[src/rtl/fmm_reduce_pkg.sv]
// Shared constants and enums for the fmm reduce kernel M_e accumulation controller.
//   DataWidth    - word width of M_e
//   AddressWidth - RAM address width
//   AddressRange - number of M_e words; the clear sweep covers 0..AddressRange-1
package fmm_reduce_pkg;

  localparam int unsigned DataWidth    = 32;
  localparam int unsigned AddressWidth = 17;
  localparam int unsigned AddressRange = 102400;

  typedef enum logic [1:0] {
    RUN,
    DRAIN,
    CLEAR
  } state_e;

  typedef enum logic {
    OP_ACC,
    OP_RD
  } op_e;

endpackage

[src/rtl/fmm_reduce_kernel_m_e_accum_ctrl_if.sv]
// Request/response streams between the requesters and the M_e accumulation controller.
//   acc_*     - accumulate stream (valid/ready, address, addend)
//   rd_req_*  - readout request stream (valid/ready, address)
//   rd_resp_* - readout response (valid, data), no backpressure
// master: requester side; slave: controller side.
interface fmm_reduce_kernel_m_e_accum_ctrl_if #(
  parameter int unsigned DataWidth    = fmm_reduce_pkg::DataWidth,
  parameter int unsigned AddressWidth = fmm_reduce_pkg::AddressWidth
) ();

  logic                    acc_valid;
  logic                    acc_ready;
  logic [AddressWidth-1:0] acc_addr;
  logic [DataWidth-1:0]    acc_data;

  logic                    rd_req_valid;
  logic                    rd_req_ready;
  logic [AddressWidth-1:0] rd_req_addr;

  logic                    rd_resp_valid;
  logic [DataWidth-1:0]    rd_resp_data;

  modport master (
    output acc_valid, acc_addr, acc_data, rd_req_valid, rd_req_addr,
    input  acc_ready, rd_req_ready, rd_resp_valid, rd_resp_data
  );

  modport slave (
    input  acc_valid, acc_addr, acc_data, rd_req_valid, rd_req_addr,
    output acc_ready, rd_req_ready, rd_resp_valid, rd_resp_data
  );

endinterface

[src/rtl/fmm_reduce_rr_arb2.sv]
// Two-requester round-robin arbiter with a registered priority pointer.
//   clk, reset       - clock, asynchronous active-high reset
//   en               - grants may be issued this cycle
//   req_acc, req_rd  - requests from the accumulate and readout streams
//   gnt_acc, gnt_rd  - one-hot (or zero) grant
// A sole requester always wins; the pointer only moves on a contested grant.
module fmm_reduce_rr_arb2 (
  input  logic clk,
  input  logic reset,
  input  logic en,
  input  logic req_acc,
  input  logic req_rd,
  output logic gnt_acc,
  output logic gnt_rd
);
  import fmm_reduce_pkg::*;

  op_e ptr_q, ptr_d;  // stream that wins the next contested cycle

  always_comb begin
    gnt_acc = 1'b0;
    gnt_rd  = 1'b0;
    ptr_d   = ptr_q;
    if (en) begin
      if (req_acc && req_rd) begin
        gnt_acc = (ptr_q == OP_ACC);
        gnt_rd  = (ptr_q == OP_RD);
        ptr_d   = (ptr_q == OP_ACC) ? OP_RD : OP_ACC;
      end else begin
        gnt_acc = req_acc;
        gnt_rd  = req_rd;
      end
    end
  end

  always_ff @(posedge clk or posedge reset) begin
    if (reset) begin
      ptr_q <= OP_ACC;
    end else begin
      ptr_q <= ptr_d;
    end
  end

endmodule

[src/rtl/fmm_reduce_kernel_m_e_accum_ctrl.sv]
// M_e accumulation RAM sequencer for the fmm reduce kernel.
//   clk, reset        - clock, asynchronous active-high reset
//   cmd_clear         - single-cycle request to zero the whole RAM
//   busy              - high while draining or clearing
//   clear_done        - one-cycle pulse after the last clear write
//   bus               - accumulate / readout streams (slave side)
//   ram_*0            - RAM port 0, reads only (1-cycle latency)
//   ram_*1            - RAM port 1, accumulate write-back and clear sweep
// Two stages: S0 arbitrates and issues the port-0 read, S1 adds and writes back (or returns
// read data). A same-address ACC sitting in S1 is forwarded to the following op, since the RAM
// is read-first and that write is not yet visible.
module fmm_reduce_kernel_m_e_accum_ctrl #(
  parameter int unsigned DataWidth    = fmm_reduce_pkg::DataWidth,
  parameter int unsigned AddressWidth = fmm_reduce_pkg::AddressWidth,
  parameter int unsigned AddressRange = fmm_reduce_pkg::AddressRange
) (
  input  logic                     clk,
  input  logic                     reset,
  input  logic                     cmd_clear,
  output logic                     busy,
  output logic                     clear_done,
  fmm_reduce_kernel_m_e_accum_ctrl_if.slave bus,
  output logic [AddressWidth-1:0]  ram_address0,
  output logic                     ram_ce0,
  output logic                     ram_we0,
  output logic [DataWidth-1:0]     ram_d0,
  input  logic [DataWidth-1:0]     ram_q0,
  output logic [AddressWidth-1:0]  ram_address1,
  output logic                     ram_ce1,
  output logic                     ram_we1,
  output logic [DataWidth-1:0]     ram_d1
);
  import fmm_reduce_pkg::*;

  localparam logic [AddressWidth-1:0] LastAddr = AddressWidth'(AddressRange - 1);

  state_e                  state_q, state_d;
  logic [AddressWidth-1:0] cnt_q, cnt_d;
  logic                    clear_done_q, clear_done_d;

  logic                    s1_valid_q;
  op_e                     s1_op_q;
  logic [AddressWidth-1:0] s1_addr_q;
  logic [DataWidth-1:0]    s1_data_q;
  logic                    s1_fwd_q;
  logic [DataWidth-1:0]    last_sum_q;

  logic                    accept_en, gnt_acc, gnt_rd, s0_valid, s0_fwd;
  op_e                     s0_op;
  logic [AddressWidth-1:0] s0_addr;
  logic                    s1_acc, s1_rd;
  logic [DataWidth-1:0]    operand, sum;

  // A cmd_clear cycle accepts nothing, so the clear never races a fresh S1 entry.
  assign accept_en = (state_q == RUN) && !cmd_clear && !reset;

  fmm_reduce_rr_arb2 u_arb (
    .clk     (clk),
    .reset   (reset),
    .en      (accept_en),
    .req_acc (bus.acc_valid),
    .req_rd  (bus.rd_req_valid),
    .gnt_acc (gnt_acc),
    .gnt_rd  (gnt_rd)
  );

  // S0: grant drives the port-0 read.
  always_comb begin
    s0_valid = gnt_acc || gnt_rd;
    s0_op    = gnt_rd ? OP_RD : OP_ACC;
    s0_addr  = gnt_rd ? bus.rd_req_addr : (gnt_acc ? bus.acc_addr : '0);
    s0_fwd   = s0_valid && s1_valid_q && (s1_op_q == OP_ACC) && (s1_addr_q == s0_addr);
  end

  assign bus.acc_ready    = gnt_acc;
  assign bus.rd_req_ready = gnt_rd;
  assign ram_ce0          = s0_valid;
  assign ram_address0     = s0_addr;
  assign ram_we0          = 1'b0;
  assign ram_d0           = '0;

  // S1: combine operand and addend; carry out is dropped.
  always_comb begin
    s1_acc  = s1_valid_q && (s1_op_q == OP_ACC);
    s1_rd   = s1_valid_q && (s1_op_q == OP_RD);
    operand = s1_fwd_q ? last_sum_q : ram_q0;
    sum     = operand + s1_data_q;
  end

  assign bus.rd_resp_valid = s1_rd;
  assign bus.rd_resp_data  = s1_rd ? operand : '0;

  always_comb begin
    ram_address1 = '0;
    ram_ce1      = 1'b0;
    ram_we1      = 1'b0;
    ram_d1       = '0;
    if (state_q == CLEAR) begin
      ram_address1 = cnt_q;
      ram_ce1      = 1'b1;
      ram_we1      = 1'b1;
    end else if (s1_acc) begin
      ram_address1 = s1_addr_q;
      ram_ce1      = 1'b1;
      ram_we1      = 1'b1;
      ram_d1       = sum;
    end
  end

  always_comb begin
    state_d      = state_q;
    cnt_d        = cnt_q;
    clear_done_d = 1'b0;
    case (state_q)
      RUN: begin
        if (cmd_clear) state_d = s1_valid_q ? DRAIN : CLEAR;
      end
      DRAIN: begin
        if (!s1_valid_q) state_d = CLEAR;
      end
      CLEAR: begin
        if (cnt_q == LastAddr) begin
          cnt_d        = '0;
          clear_done_d = 1'b1;
          state_d      = RUN;
        end else begin
          cnt_d = cnt_q + AddressWidth'(1);
        end
      end
      default: state_d = RUN;
    endcase
  end

  assign busy       = (state_q != RUN);
  assign clear_done = clear_done_q;

  always_ff @(posedge clk or posedge reset) begin
    if (reset) begin
      state_q      <= RUN;
      cnt_q        <= '0;
      clear_done_q <= 1'b0;
      s1_valid_q   <= 1'b0;
      s1_op_q      <= OP_ACC;
      s1_addr_q    <= '0;
      s1_data_q    <= '0;
      s1_fwd_q     <= 1'b0;
      last_sum_q   <= '0;
    end else begin
      state_q      <= state_d;
      cnt_q        <= cnt_d;
      clear_done_q <= clear_done_d;
      s1_valid_q   <= s0_valid;
      if (s0_valid) begin
        s1_op_q   <= s0_op;
        s1_addr_q <= s0_addr;
        s1_data_q <= bus.acc_data;
        s1_fwd_q  <= s0_fwd;
      end
      if (s1_acc) last_sum_q <= sum;
    end
  end

endmodule

[src/flat_wrapper.sv]
// flat-port wrapper written by rule: the top's interface ports become plain ports
module fmm_reduce_kernel_m_e_accum_ctrl_flat import fmm_reduce_pkg::*;
#(
  parameter int unsigned DataWidth    = fmm_reduce_pkg::DataWidth,
  parameter int unsigned AddressWidth = fmm_reduce_pkg::AddressWidth,
  parameter int unsigned AddressRange = fmm_reduce_pkg::AddressRange
)
  (clk, reset, cmd_clear, busy, clear_done, ram_address0, ram_ce0, ram_we0, ram_d0, ram_q0, ram_address1, ram_ce1, ram_we1, ram_d1, bus_acc_valid, bus_acc_addr, bus_acc_data, bus_rd_req_valid, bus_rd_req_addr, bus_acc_ready, bus_rd_req_ready, bus_rd_resp_valid, bus_rd_resp_data);
  fmm_reduce_kernel_m_e_accum_ctrl_if #(.DataWidth(DataWidth), .AddressWidth(AddressWidth)) bus_i ();
  input  logic clk;
  input  logic reset;
  input  logic cmd_clear;
  output logic busy;
  output logic clear_done;
  output logic [AddressWidth-1:0] ram_address0;
  output logic ram_ce0;
  output logic ram_we0;
  output logic [DataWidth-1:0] ram_d0;
  input  logic [DataWidth-1:0] ram_q0;
  output logic [AddressWidth-1:0] ram_address1;
  output logic ram_ce1;
  output logic ram_we1;
  output logic [DataWidth-1:0] ram_d1;
  input wire logic [$bits(bus_i.acc_valid)-1:0] bus_acc_valid;
  input wire logic [$bits(bus_i.acc_addr)-1:0] bus_acc_addr;
  input wire logic [$bits(bus_i.acc_data)-1:0] bus_acc_data;
  input wire logic [$bits(bus_i.rd_req_valid)-1:0] bus_rd_req_valid;
  input wire logic [$bits(bus_i.rd_req_addr)-1:0] bus_rd_req_addr;
  output wire logic [$bits(bus_i.acc_ready)-1:0] bus_acc_ready;
  output wire logic [$bits(bus_i.rd_req_ready)-1:0] bus_rd_req_ready;
  output wire logic [$bits(bus_i.rd_resp_valid)-1:0] bus_rd_resp_valid;
  output wire logic [$bits(bus_i.rd_resp_data)-1:0] bus_rd_resp_data;
  assign bus_i.acc_valid = bus_acc_valid;
  assign bus_i.acc_addr = bus_acc_addr;
  assign bus_i.acc_data = bus_acc_data;
  assign bus_i.rd_req_valid = bus_rd_req_valid;
  assign bus_i.rd_req_addr = bus_rd_req_addr;
  assign bus_acc_ready = bus_i.acc_ready;
  assign bus_rd_req_ready = bus_i.rd_req_ready;
  assign bus_rd_resp_valid = bus_i.rd_resp_valid;
  assign bus_rd_resp_data = bus_i.rd_resp_data;
  fmm_reduce_kernel_m_e_accum_ctrl #(.DataWidth(DataWidth), .AddressWidth(AddressWidth), .AddressRange(AddressRange)) u_core (.clk(clk), .reset(reset), .cmd_clear(cmd_clear), .busy(busy), .clear_done(clear_done), .bus(bus_i), .ram_address0(ram_address0), .ram_ce0(ram_ce0), .ram_we0(ram_we0), .ram_d0(ram_d0), .ram_q0(ram_q0), .ram_address1(ram_address1), .ram_ce1(ram_ce1), .ram_we1(ram_we1), .ram_d1(ram_d1));
endmodule
[config.mk]
export PLATFORM = sky130hd
export DESIGN_NAME = fmm_reduce_kernel_m_e_accum_ctrl_flat
export DESIGN_NICKNAME = d
export VERILOG_FILES = /design/src/rtl/fmm_reduce_pkg.sv /design/src/rtl/fmm_reduce_kernel_m_e_accum_ctrl_if.sv /design/src/rtl/fmm_reduce_rr_arb2.sv /design/src/rtl/fmm_reduce_kernel_m_e_accum_ctrl.sv /design/src/flat_wrapper.sv
export SDC_FILE = /design/constraint.sdc
export NUM_CORES = 1
export LEC_CHECK = 0
export BUFFER_PORTS_ARGS = -buffer_cell sky130_fd_sc_hd__buf_2
export CAP_MARGIN = 20
export CORE_MARGIN = 4
export CORE_UTILIZATION = 40
export CTS_CLUSTER_DIAMETER = 80
export CTS_CLUSTER_SIZE = 14
export DETAILED_ROUTE_END_ITERATION = 6
export GPL_TIMING_DRIVEN = 0
export PLACE_DENSITY_LB_ADDON = 0.25
export SYNTH_ARGS = -nofsm -noshare
export SYNTH_HDL_FRONTEND = slang
export SYNTH_SLANG_ARGS = --single-unit
[constraint.sdc]
create_clock -name clk -period 5.2 [get_ports clk]
set_input_delay 0 -clock clk [delete_from_list [all_inputs] [get_ports clk]]
set_output_delay 0 -clock clk [all_outputs]
set_load 0.005 [all_outputs]
# Yosys cells after proc, flatten, opt, wreduce, memory -nomap -nowiden
# Index checks and enable logic that the tools add are counted.
# word_totals
out_inout_bits	139
input_bits	103
ff_bits	105
word_cells	60
# op_classes
n_addsub	2
reduce_logical	15
n_eq_ne	7
n_mux	24
bitwise_logic	2
# ops
op	count
$mux W32	4
$mux W17	5
$add A32 B32 Y32	1
$add A17 B1 Y17 const B	1
$eq A17 B17 Y1	1
$eq A17 B17 Y1 const B	1
$mux W1	10
$logic_and A1 B1 Y1	8
$mux W2	4
$ne A2 B2 Y1 const B	3
$pmux W2 S3	1
$reduce_and A3 Y1	1
$eq A2 B1 Y1 const B	1
$eq A2 B2 Y1 const B	1
$logic_not A1 Y1	2
$logic_not A2 Y1	1
$not A1 Y1	2
$reduce_and A2 Y1	1
$reduce_bool A2 Y1	1
$logic_or A1 B1 Y1	1

# Depth between registers and ports, before layout
# Gate-level depths: netlist of the first run.
# depth
depth_word	8
mapped_depth	12
depth_no_buf	10

# Cells and area by module
# Synthesis of the first run repeated with hierarchy kept, for this count alone.
# hier_totals
hier_cells	791
area_unflattened_um2	7279.5
# modules_own_cells
module	area_per_inst_um2	instances	seq_area_each_um2	cells_each
fmm_reduce_kernel_m_e_accum_ctrl	7215.7	1	2602.5	782
fmm_reduce_rr_arb2	63.8	1	25.0	9

# Worst setup path before layout of the first run
# No wires, ideal clock.
# synth_path
kind	register to register
from	register u_core.s1_fwd_q
to	register u_core.last_sum_q[30]
synth_period_minus_slack_ns	3.210
arrival_time_ns	3.141
setup_slack_ns	1.990
n_path_buf	2
setup_ns	0.069
required_time_ns	5.131
path_stages_with_launch	12
path_cell_list	dfrtp_1 -> clkbuf_1 -> clkbuf_1 -> mux2_2 -> ha_1 -> a211oi_1 -> o21a_1 -> or3_4 -> a21o_1 -> and4_1 -> or4_1 -> nand3_1
# synth_via
elab_chain_cells	2
# synth_lines
element	line	rtl
start, declared	fmm_reduce_kernel_m_e_accum_ctrl.sv:45	logic s1_fwd_q;
start signal, assigned	fmm_reduce_kernel_m_e_accum_ctrl.sv:157	s1_fwd_q <= s0_fwd;
$mux W32	fmm_reduce_kernel_m_e_accum_ctrl.sv:86	operand = s1_fwd_q ? last_sum_q : ram_q0;
$add A32 B32 Y32	fmm_reduce_kernel_m_e_accum_ctrl.sv:87	sum = operand + s1_data_q;
end signal, assigned	fmm_reduce_kernel_m_e_accum_ctrl.sv:159	if (s1_acc) last_sum_q <= sum;
end, declared	fmm_reduce_kernel_m_e_accum_ctrl.sv:46	logic [DataWidth-1:0] last_sum_q;
# Every way passes these cells.
# A chain may end at the register's enable or synchronous reset.

# Final worst setup path of the first run
# layout_path
from	register u_core.s1_fwd_q
to	output port ram_d1[24]
# layout_via
elab_chain_cells	4
# layout_lines
element	line	rtl
$mux W32	fmm_reduce_kernel_m_e_accum_ctrl.sv:86	
$add A32 B32 Y32	fmm_reduce_kernel_m_e_accum_ctrl.sv:87	
$mux W32	fmm_reduce_kernel_m_e_accum_ctrl.sv:102	end else if (s1_acc) begin
$mux W32	fmm_reduce_kernel_m_e_accum_ctrl.sv:98	if (state_q == CLEAR) begin
end, declared	flat_wrapper.sv:23	output logic [DataWidth-1:0] ram_d1;
# Every way passes these cells.

==> summary.md, run 1 <==
| Metric | Value |
|---|---|
| Outcome | `finished clean` |
| Sequential share of the synthesized area | `0.344` |
| Largest net degree at the start of global routing | `62` |
| Worst Path Arrival | `4.54 ns` |
| Row count | `50` |
| Worst Setup EP | `ram_d1[24]` |
| Final WS setup | `~0.66 ns` |
| Final min period | `between 4 and 5 ns` |
| CP most frequent cell | `a21oi_1` |
| Initial Util | `0.407` |
| Initial antenna violation count | `0` |
| FF-to-FF path depth | `11` |
| Yosys top cell area share | `0.344` |
| Most frequent cells in the layout | `buf_2 (208), nand2_1 (187), dfrtp_1 (105), nor2_1 (83), o21ai_0 (52)` |
| Crit path max fanout | `10` |
| Maximum capacitance violations | `0` |
| Setup Skew | `0.0104 ns` |
| Final nets | `between 1000 and 1500` |
| Power density over the cells | `slightly above 200 nW/um2` |
| Crit path capture type | `primary output` |
| Gr ovfl total | `0` |
| Antenna cell count | `0` |
| EDFF count, synth | `0` |
| Clk pwr share | `0.390` |
| Drt total wl | `24.7 mm` |
| Worst-Skew Late Latency | `around 0.35 ns` |
| Seq pwr share | `0.434` |
| CP top delay family | `compound AO/OA/AOI/OAI gates` |
| Final Max Slew Viols | `0` |
| Die W | `146 um` |
| Worst hold-check path type | `input port to flop` |
| Port buffer count | `208` |
| Detailed-placement wirelength estimate | `slightly below 20 mm` |
| Max Freq | `220 MHz` |
| CP max-delay cell | `clkbuf_1` |
| CTS Buffer Depth | `2` |
| Initial DRT Pass Iterations | `7` |
| Mapped Cells | `~900` |
| Worst path buffer plus inverter count | `3` |
| Die Y | `about 150 um` |
| Setup slack, reg-to-reg | `a little over 1 ns` |
| Core Box Area | `between 15000 and 20000 um2` |
| Overall power | `a little under 2 mW` |
| Sw frac | `0.261` |
| Synthesis-to-layout area growth | `28.3%` |
| Num ports | `~240` |
| Initial DRC Count | `between 400 and 500` |
| Startpoint types | `flop` |
| Fin Setup TNS | `0 ns` |
| Slew margin rel. | `0.411` |
| Worst vdd ir | `~140 uV` |
| CP Cell Sequence | `clkbuf_1, clkbuf_1, mux2_2, ha_1, a21oi_1, a21oi_1, or3b_1, o21ai_1, a21oi_1, o21a_1, nor3_1, buf_2` |
| Placed cell count | `approximately 1400` |
| R2R Path End | `u_core.last_sum_q[19]` |
| Sink Count | `~110` |
| Synth Register Bits | `roughly 110` |
| Worst-Margin Slew | `just under 0.9 ns` |
| Lkg Pwr | `roughly 5.1 nW` |
| Finished Layout Cells | `~1400` |
| Share of layout cells above drive strength 1 | `0.255` |
| Crit path largest cell delay | `between 0.5 and 0.6 ns` |
| Number of stages on the worst setup path | `12` |
| Vias in the first global route | `about 7600` |
| Via/cell ratio | `between 5 and 6` |
| Area after DPL | `9120 um2` |
| Post-synth ARST share | `1.00` |
| Final setup vio count | `0` |
| Worst flop-to-flop path startpoint | `u_core.s1_fwd_q` |
| Total Routing Usage GR | `0.224` |
| Vias | `7653` |
| TritonCTS clock tree | `done` |
| H-tree levels | `3` |
| Commonest non-fill, non-tap cell in the layout | `buf_2` |
| Synth area leader | `dfrtp_1` |
| Root Buffer | `clkbuf_16` |
| Final Hold Vio Count | `0` |
| First-pass GRT wire length | `a little under 40 mm` |
| Switching power | `between 500 and 600 uW` |
| Finished layout cell area | `9800 um2` |
| WL/cell | `~17 um` |
| Synth top area cells | `dfrtp_1 (34%), nand2_1 (9.2%), ha_1 (5.2%)` |
| Main synth FF type | `dfrtp_1` |
| YS warnings | `0` |
| Worst-path clk slew | `0.07 ns` |
| Logic gate share of total power | `0.176` |
| RSZ-0062 raised after global routing | `no` |
| Final ANT Viol Nets | `0` |
| Remaining routing DRC violations | `0` |
| Crit Path Category | `flop to primary output` |
| Synth Cell Area | `7640 um2` |
| Period utilization | `0.874` |
| Power Internal | `around 1.5 mW` |
| Final RePlAce weighted congestion | `between 0.8 and 0.9` |
| Die area | `~21000 um2` |
| Post-CTS Setup Inserts | `0` |
| Pre-CTS setup slack | `1.07 ns` |
| CTS Buf Count | `9` |
| Syn avg cell area | `slightly above 8 um2` |
| Crit path launch | `u_core.s1_fwd_q` |
| Distinct cell type count after synthesis | `just under 70` |
| CP Data Required Time | `about 5.2 ns` |
## area by class of cell
type / instances / area [um2]
fill: 1795 / 8960
sequential: 105 / 2630
clock buffer: 13 / 270
tap: 234 / 293
clock inverter: 2 / 60.1
inverter: 14 / 55.1
multi-input combinational: 753 / 4570
buffer: 81 / 513
timing repair buffer: 244 / 1420
## worst min path at each step
| stage | start | to | slack [ns] | cells after the start |
|---|---|---|---|---|
| 6_report | cmd_clear | u_core.state_q[0] | 0.04 | 3 |
| 5_1_grt | cmd_clear | u_core.state_q[1] | 0.06 | 3 |
| 4_1_cts | cmd_clear | u_core.state_q[1] | 0.03 | 3 |
| 3_5_place_dp | bus_acc_data[8] | u_core.s1_data_q[8] | 0.20 | 3 |
| 3_3_place_gp | bus_acc_data[30] | u_core.s1_data_q[30] | 0.19 | 3 |
| 2_1_floorplan | bus_acc_data[0] | u_core.s1_data_q[0] | 0.11 | 2 |
## flip-flops by register name, indices dropped and copies added, names as in the netlist
signal              count
u_core.state_q          2
u_core.s1_op_q          1
u_core.s1_valid_q       1
u_core.s1_fwd_q         1
u_core.cnt_q           17
u_core.s1_data_q       32
u_core.u_arb.ptr_q      1
u_core.last_sum_q      32
u_core.s1_addr_q       17
u_core.clear_done       1
## kinds of logic after synthesis
group	after synthesis	synth area share
xor+xnor	49	0.0562
mux	36	0.0522
other cells	1	0.000491
compound gates	219	0.191
buf+inv	95	0.0740
flops	105	0.344
simple gates	383	0.227
fa+ha+maj	33	0.0550
## worst register-to-register path: cells and delay by family (launching register included)
kind	cells	cell delay, ns
flip-flops	1	0.33
multiplexers	1	0.43
AO/OA/AOI/OAI	5	1.54
AND/OR/NAND/NOR	1	0.27
buffers and inverters	2	0.95
XOR/XNOR	1	0.18
adder cells (fa/ha/maj)	1	0.36
## layer usage
| layer | vias to the layer above | routed length (um) | global-route usage |
|---|---|---|---|
| met3 | 38 | 1810 | 0.0388 |
| met5 | - | 0 | 0 |
| met1 | 3604 | 10700 | 0.296 |
| met4 | 0 | 561 | 0.0668 |
| met2 | 288 | 11600 | 0.379 |
| li1 | 3723 | - | - |
## timing repair
action,CTS,global route
resized for setup,0,0
hold buffers,35,0
hold endpoints to repair,93,0
## metrics by stage
step / util / hold WS [ns]
2_1_floorplan: - / 0.105
3_3_place_gp: 0.485 / 0.193
3_5_place_dp: 0.486 / 0.197
4_1_cts: 0.522 / 0.0329
5_1_grt: 0.522 / 0.0635
6_report: 0.522 / 0.0400
## synthesized netlist by cell type (4+ instances only)
cell / count
a2111oi_0: 4
a211oi_1: 6
a21o_1: 23
a21oi_1: 49
a22o_1: 15
a32oi_1: 12
and3_1: 5
buf_1: 6
buf_4: 36
clkbuf_1: 31
dfrtp_1: 105
ha_1: 32
inv_1: 13
mux2_2: 31
mux2i_1: 5
nand2_1: 187
nand2b_1: 9
nand3_1: 16
nand4_1: 13
nor2_1: 83
nor2b_1: 37
nor3_1: 8
nor3b_1: 4
nor4_1: 4
o211ai_1: 4
o21a_1: 6
o21ai_0: 52
o21ai_1: 4
o21bai_1: 5
o221ai_1: 4
o31ai_1: 5
or3_1: 5
xnor2_1: 25
xor2_1: 24
## power groups by stage
stage	combinational, mW	clock, mW	sequential [mW]
5_1_grt	0.389	0.816	0.867
3_5_place_dp	0.326	0	0.879
6_report	0.350	0.774	0.863
4_1_cts	0.348	0.788	0.863
2_1_floorplan	0.228	0	0.873
3_3_place_gp	0.320	0	0.878
No activity file was read; power rests on OpenSTA's default activity.
==> run 2, diff against run 1 <==
- MAX_ROUTING_LAYER: unset -> met4
==> summary.md, run 2 (synthesis results as in run 1) <==
| Metric | Value |
|---|---|
| Outcome | `finished clean` |
| Worst-path clk slew | `about 0.07 ns` |
| Initial DRC Count | `approximately 350` |
| Vias | `7603` |
| Sink Count | `105` |
| Period utilization | `0.859` |
| Row count | `50` |
| Worst path buffer plus inverter count | `4` |
| Fin Setup TNS | `0 ns` |
| Setup Skew | `roughly 0.0054 ns` |
| Finished Layout Cells | `1447` |
| Most frequent cells in the layout | `buf_2 (208), nand2_1 (187), dfrtp_1 (105), nor2_1 (83), o21ai_0 (52)` |
| Detailed-placement wirelength estimate | `a little under 20 mm` |
| Largest net degree at the start of global routing | `just over 60` |
| Die area | `21400 um2` |
| Crit path largest cell delay | `about 0.54 ns` |
| Port buffer count | `~210` |
| CTS Buf Count | `9` |
| Synthesis-to-layout area growth | `27.6%` |
| Largest regs | `u_core.last_sum_q (32), u_core.s1_data_q (32)` |
| CP top delay family | `buffers and inverters` |
| Gr ovfl total | `0` |
| Worst vdd ir | `roughly 160 uV` |
| Worst-Margin Slew | `0.806 ns` |
| Overall power | `around 1.9 mW` |
| Initial DRT Pass Iterations | `4` |
| Seq pwr share | `0.459` |
| Power Internal | `approximately 1.4 mW` |
| Crit path capture type | `primary output` |
| TritonCTS clock tree | `done` |
| Root Buffer | `clkbuf_16` |
| Worst Path Arrival | `about 4.5 ns` |
| CP most frequent cell | `clkbuf_1` |
| Worst-Skew Late Latency | `between 0.3 and 0.4 ns` |
| Final min period | `4.47 ns` |
| WL/cell | `around 17 um` |
| Final setup vio count | `0` |
| Initial Util | `0.407` |
| Startpoint types | `flop` |
| Final nets | `approximately 1300` |
| Final RePlAce weighted congestion | `between 0.9 and 1` |
| Core Box Area | `around 19000 um2` |
| First-pass GRT wire length | `~40 mm` |
| Remaining routing DRC violations | `0` |
| Final Max Slew Viols | `0` |
| FILL cells | `around 1800` |
| Die Y | `roughly 150 um` |
| CTS Buffer Depth | `2` |
| Worst hold-check path type | `input port to flop` |
| Final Hold Vio Count | `0` |
| Via/cell ratio | `between 5 and 6` |
| CP Data Required Time | `about 5.2 ns` |
| Sw frac | `0.278` |
| Setup slack, reg-to-reg | `roughly 1.2 ns` |
| Switching power | `approximately 520 uW` |
| Crit path max fanout | `10` |
| Placed cell count | `approximately 1400` |
| CP Cell Sequence | `clkbuf_1, clkbuf_1, mux2_2, ha_1, clkdlybuf4s15_1, a21oi_1, o21ai_0, o21bai_1, and3_1, a21boi_0, xor2_1, nor2_1, buf_2` |
| Crit Path Category | `flop to primary output` |
| Num ports | `~240` |
| Hold slack | `between 0.04 and 0.05 ns` |
| H-tree levels | `3` |
| RSZ-0062 raised after global routing | `no` |
| Final ANT Viol Nets | `0` |
| Total Routing Usage GR | `0.234` |
| Max Freq | `224 MHz` |
| Commonest non-fill, non-tap cell in the layout | `buf_2` |
| Lkg Pwr | `just over 5 nW` |
| Slew margin rel. | `0.462` |
| CP max-delay cell | `clkbuf_1` |
| Initial antenna violation count | `0` |
| Logic gate share of total power | `0.187` |
| Share of layout cells above drive strength 1 | `0.254` |
| Antenna cell count | `0` |
| Clk pwr share | `0.355` |
| Die W | `about 150 um` |
| Power density over the cells | `approximately 190 nW/um2` |
| Post-CTS Setup Inserts | `0` |
| Drt total wl | `about 25 mm` |
| Maximum capacitance violations | `0` |
| Vias in the first global route | `7471` |
-- run 2: metrics by stage --
step                area (um2)   util  setup slack, ns
floorplan                 7760      -             1.99
global placement          9090  0.485            0.941
detailed placement        9120  0.486             1.10
CTS                       9750  0.520            0.712
global route              9750  0.520            0.440
finish                    9750  0.520            0.733
-- run 2: power by group through the flow --
stage	combinational, mW	clock [mW]	sequential [mW]
global placement	0.322	0	0.878
CTS	0.349	0.680	0.863
floorplan	0.228	0	0.873
detailed placement	0.328	0	0.879
global route	0.391	0.715	0.867
finish	0.351	0.668	0.864
-- run 2: final cells by class --
cell class                      instances  area, um2  area share
Tap cell                              234        293      0.0300
Inverter                               14       55.1     0.00565
Timing Repair Buffer                  244       1420       0.146
Sequential cell                       105       2630       0.269
Multi-Input combinational cell        753       4570       0.468
Clock inverter                          2       12.5     0.00128
Clock buffer                           14        264      0.0271
Buffer                                 81        513      0.0526
-- run 2: routing by layer --
metal / global-route usage / share of wire / vias to the layer above
li1: - / - / 3733
met1: 0.298 / 0.44 / 3589
met2: 0.390 / 0.48 / 260
met3: 0.0419 / 0.067 / 21
met4: 0.0555 / 0.012 / 0
met5: - / 0 / -
-- run 2: path summary, 6_finish.rpt --
| kind | start | end | cells past startpoint |
|---|---|---|---|
| setup reg to reg | u_core.s1_fwd_q | u_core.last_sum_q[19] | 11 |
| hold / removal | cmd_clear | u_core.state_q[0] | 3 |
| hold reg to reg | u_core.last_sum_q[0] | u_core.last_sum_q[0] | 2 |
| setup / recovery | u_core.s1_fwd_q | ram_d1[27] | 13 |
| min in group asynchronous | reset | u_core.s1_addr_q[7] | 3 |
| max in group asynchronous | reset | u_core.last_sum_q[13] | 4 |
-- run 2: worst min-delay path: stages --
cell     delay [ns]
buf_2          0.10
nor2_1         0.07
nor3b_1        0.17
-- run 2: repair_timing --
action / in CTS / in global routing
hold buffers: 35 / 0
endpoints found under the hold margin: 93 / 0
resized for setup: 0 / 0
==> run 3, diff against run 2 <==
- REMOVE_ABC_BUFFERS: unset -> 1
==> summary.md, run 3 (synthesis results as in run 1) <==
| Metric | Value |
|---|---|
| Outcome | `finished clean` |
| Worst-Margin Slew | `1.07 ns` |
| Num ports | `242` |
| Commonest non-fill, non-tap cell in the layout | `buf_2` |
| Clk pwr share | `0.366` |
| CP Cell Sequence | `mux2_2, ha_1, fa_1, a211oi_1, o21a_1, or3_4, a21o_1, and4_1, o21ai_0, mux2i_1, buf_2` |
| Hold slack | `slightly above 0.03 ns` |
| Placed cell count | `between 1000 and 1500` |
| CTS Buf Count | `9` |
| Initial antenna violation count | `0` |
| Setup slack, reg-to-reg | `~1.5 ns` |
| Initial DRC Count | `~370` |
| Final Max Slew Viols | `0` |
| Vias in the first global route | `between 7000 and 8000` |
| Power density over the cells | `a little under 200 nW/um2` |
| Final nets | `1269` |
| Detailed-placement wirelength estimate | `17.1 mm` |
| R2R Path End | `u_core.last_sum_q[24]` |
| Crit path launch | `u_core.s1_fwd_q` |
| Crit path largest cell delay | `around 0.94 ns` |
| Switching power | `between 500 and 600 uW` |
| Crit Path Category | `flop to primary output` |
| Worst-path clk slew | `approximately 0.070 ns` |
| Root Buffer | `clkbuf_16` |
| RSZ-0062 raised after global routing | `no` |
| Remaining routing DRC violations | `0` |
| Worst hold-check path type | `input port to flop` |
| Crit path capture type | `primary output` |
| Sink Count | `roughly 110` |
| H-tree levels | `3` |
| Final Util | `0.502` |
| Die W | `between 100 and 150 um` |
| Largest net degree at the start of global routing | `65` |
| Lkg Pwr | `4.87 nW` |
| Final ANT Viol Nets | `0` |
| Synthesis-to-layout area growth | `23.4%` |
| Sw frac | `0.277` |
| Gr ovfl total | `0` |
| Worst Path Arrival | `roughly 4.2 ns` |
| Finished Layout Cells | `between 1000 and 1500` |
| Initial Util | `0.407` |
| Slew margin rel. | `0.286` |
| Maximum capacitance violations | `0` |
| Worst-Skew Late Latency | `approximately 0.35 ns` |
| Most frequent cells in the layout | `buf_2 (208), nand2_1 (187), dfrtp_1 (104), nor2_1 (83), o21ai_0 (51)` |
| Via/cell ratio | `between 5 and 6` |
| Power Internal | `1.35 mW` |
| Die Y | `between 100 and 150 um` |
| Fin Setup TNS | `0 ns` |
| Share of layout cells above drive strength 1 | `0.248` |
| CP Data Required Time | `between 5 and 6 ns` |
| Final min period | `a little over 4 ns` |
| Final RePlAce weighted congestion | `between 0.8 and 0.9` |
| Logic gate share of total power | `0.172` |
| Max Freq | `roughly 240 MHz` |
| TritonCTS clock tree | `done` |
| Worst flop-to-flop path startpoint | `u_core.s1_fwd_q` |
| Die area | `~21000 um2` |
| Crit path max fanout | `33` |
| Final Hold Vio Count | `0` |
| Row count | `50` |
| Total Routing Usage GR | `0.209` |
| Drt total wl | `22.5 mm` |
| CP max-delay cell | `dfrtp_2` |
| FF-to-FF path depth | `9` |
| Port buffer count | `208` |
| Worst Setup EP | `ram_d1[30]` |
| Antenna cell count | `0` |
| Period utilization | `0.799` |
| CTS Buffer Depth | `2` |
| First-pass GRT wire length | `around 36 mm` |
| Core Box Area | `about 19000 um2` |
| WL/cell | `between 15 and 20 um` |
| Largest regs | `u_core.last_sum_q (32), u_core.s1_data_q (32)` |
| Final setup vio count | `0` |
| Worst vdd ir | `145 uV` |
| Vias | `between 7000 and 8000` |
| Startpoint types | `flop` |
| Initial DRT Pass Iterations | `5` |
| Setup Skew | `between 0.007 and 0.008 ns` |
| Seq pwr share | `0.462` |
-- run 3: cell count changes in the layout (fill, tap and decap cells not counted), moves of 2 or more --
cell and change:
buf_12 +2, clkbuf_1 -34, buf_1 -6, buf_16 +4, clkdlybuf4s15_1 -3, buf_4 -36
-- run 3: per-layer routing --
metal | vias to the layer above | global-route usage | wire length (um) | share of wire
li1 | 3570 | - | - | -
met2 | 215 | 0.350 | 10700 | 0.48
met3 | 15 | 0.0459 | 1460 | 0.065
met5 | - | - | 0 | 0
met1 | 3348 | 0.263 | 10200 | 0.45
met4 | 0 | 0.0409 | 196 | 0.0087
-- run 3: final cells by class --
class,instances,area [um2]
Sequential cell,105,2630
Timing Repair Buffer,250,1570
Clock inverter,4,26.3
Fill cell,1816,9340
Tap cell,234,293
Inverter,14,55.1
Clock buffer,12,267
Multi-Input combinational cell,753,4580
-- run 3: through the flow --
step                      area [um2]  setup WS (ns)  power, mW
after floorplan                 7250         -0.226       1.07
after global placement          8580          -5.24       1.17
after detailed placement        8790           1.48       1.18
after CTS                       9430           1.08       1.88
after global routing            9430          0.878       1.96
final                           9430           1.05       1.87
-- run 3: what timing repair did --
item                      4_1_cts  5_1_grt
hold endpoints to repair       74        0
setup buffers                   0        0
hold buffers                   34        0
resized for setup               0        0
-- run 3: worst min path at each step --
stage,to,startpoint,slack [ns],cells after the start
after floorplan,u_core.s1_data_q[0],bus_acc_data[0],0.11,2
after global placement,u_core.s1_data_q[26],bus_acc_data[26],0.20,3
after detailed placement,u_core.u_arb.ptr_q,reset,0.13,2
after CTS,u_core.s1_fwd_q,bus_acc_addr[3],0.02,4
after global routing,u_core.u_arb.ptr_q,cmd_clear,0.06,4
final,u_core.s1_fwd_q,bus_acc_addr[3],0.03,4
-- run 3: worst max-delay path: cells and delay by family (launching register included) --
| family | cells | cell delay, ns |
|---|---|---|
| adders and majority gates | 2 | 0.66 |
| buffers and inverters | 1 | 0.17 |
| muxes | 2 | 0.71 |
| DFF | 1 | 0.94 |
| and+or+nand+nor | 2 | 0.42 |
| AOI/OAI and AO/OA | 4 | 0.90 |
-- run 3: power by group through the flow --
stage	logic (mW)	registers (mW)	clock network (mW)
final	0.321	0.863	0.683
after global routing	0.357	0.866	0.740
after CTS	0.320	0.863	0.700
after detailed placement	0.298	0.879	0
after global placement	0.292	0.878	0
after floorplan	0.199	0.873	0
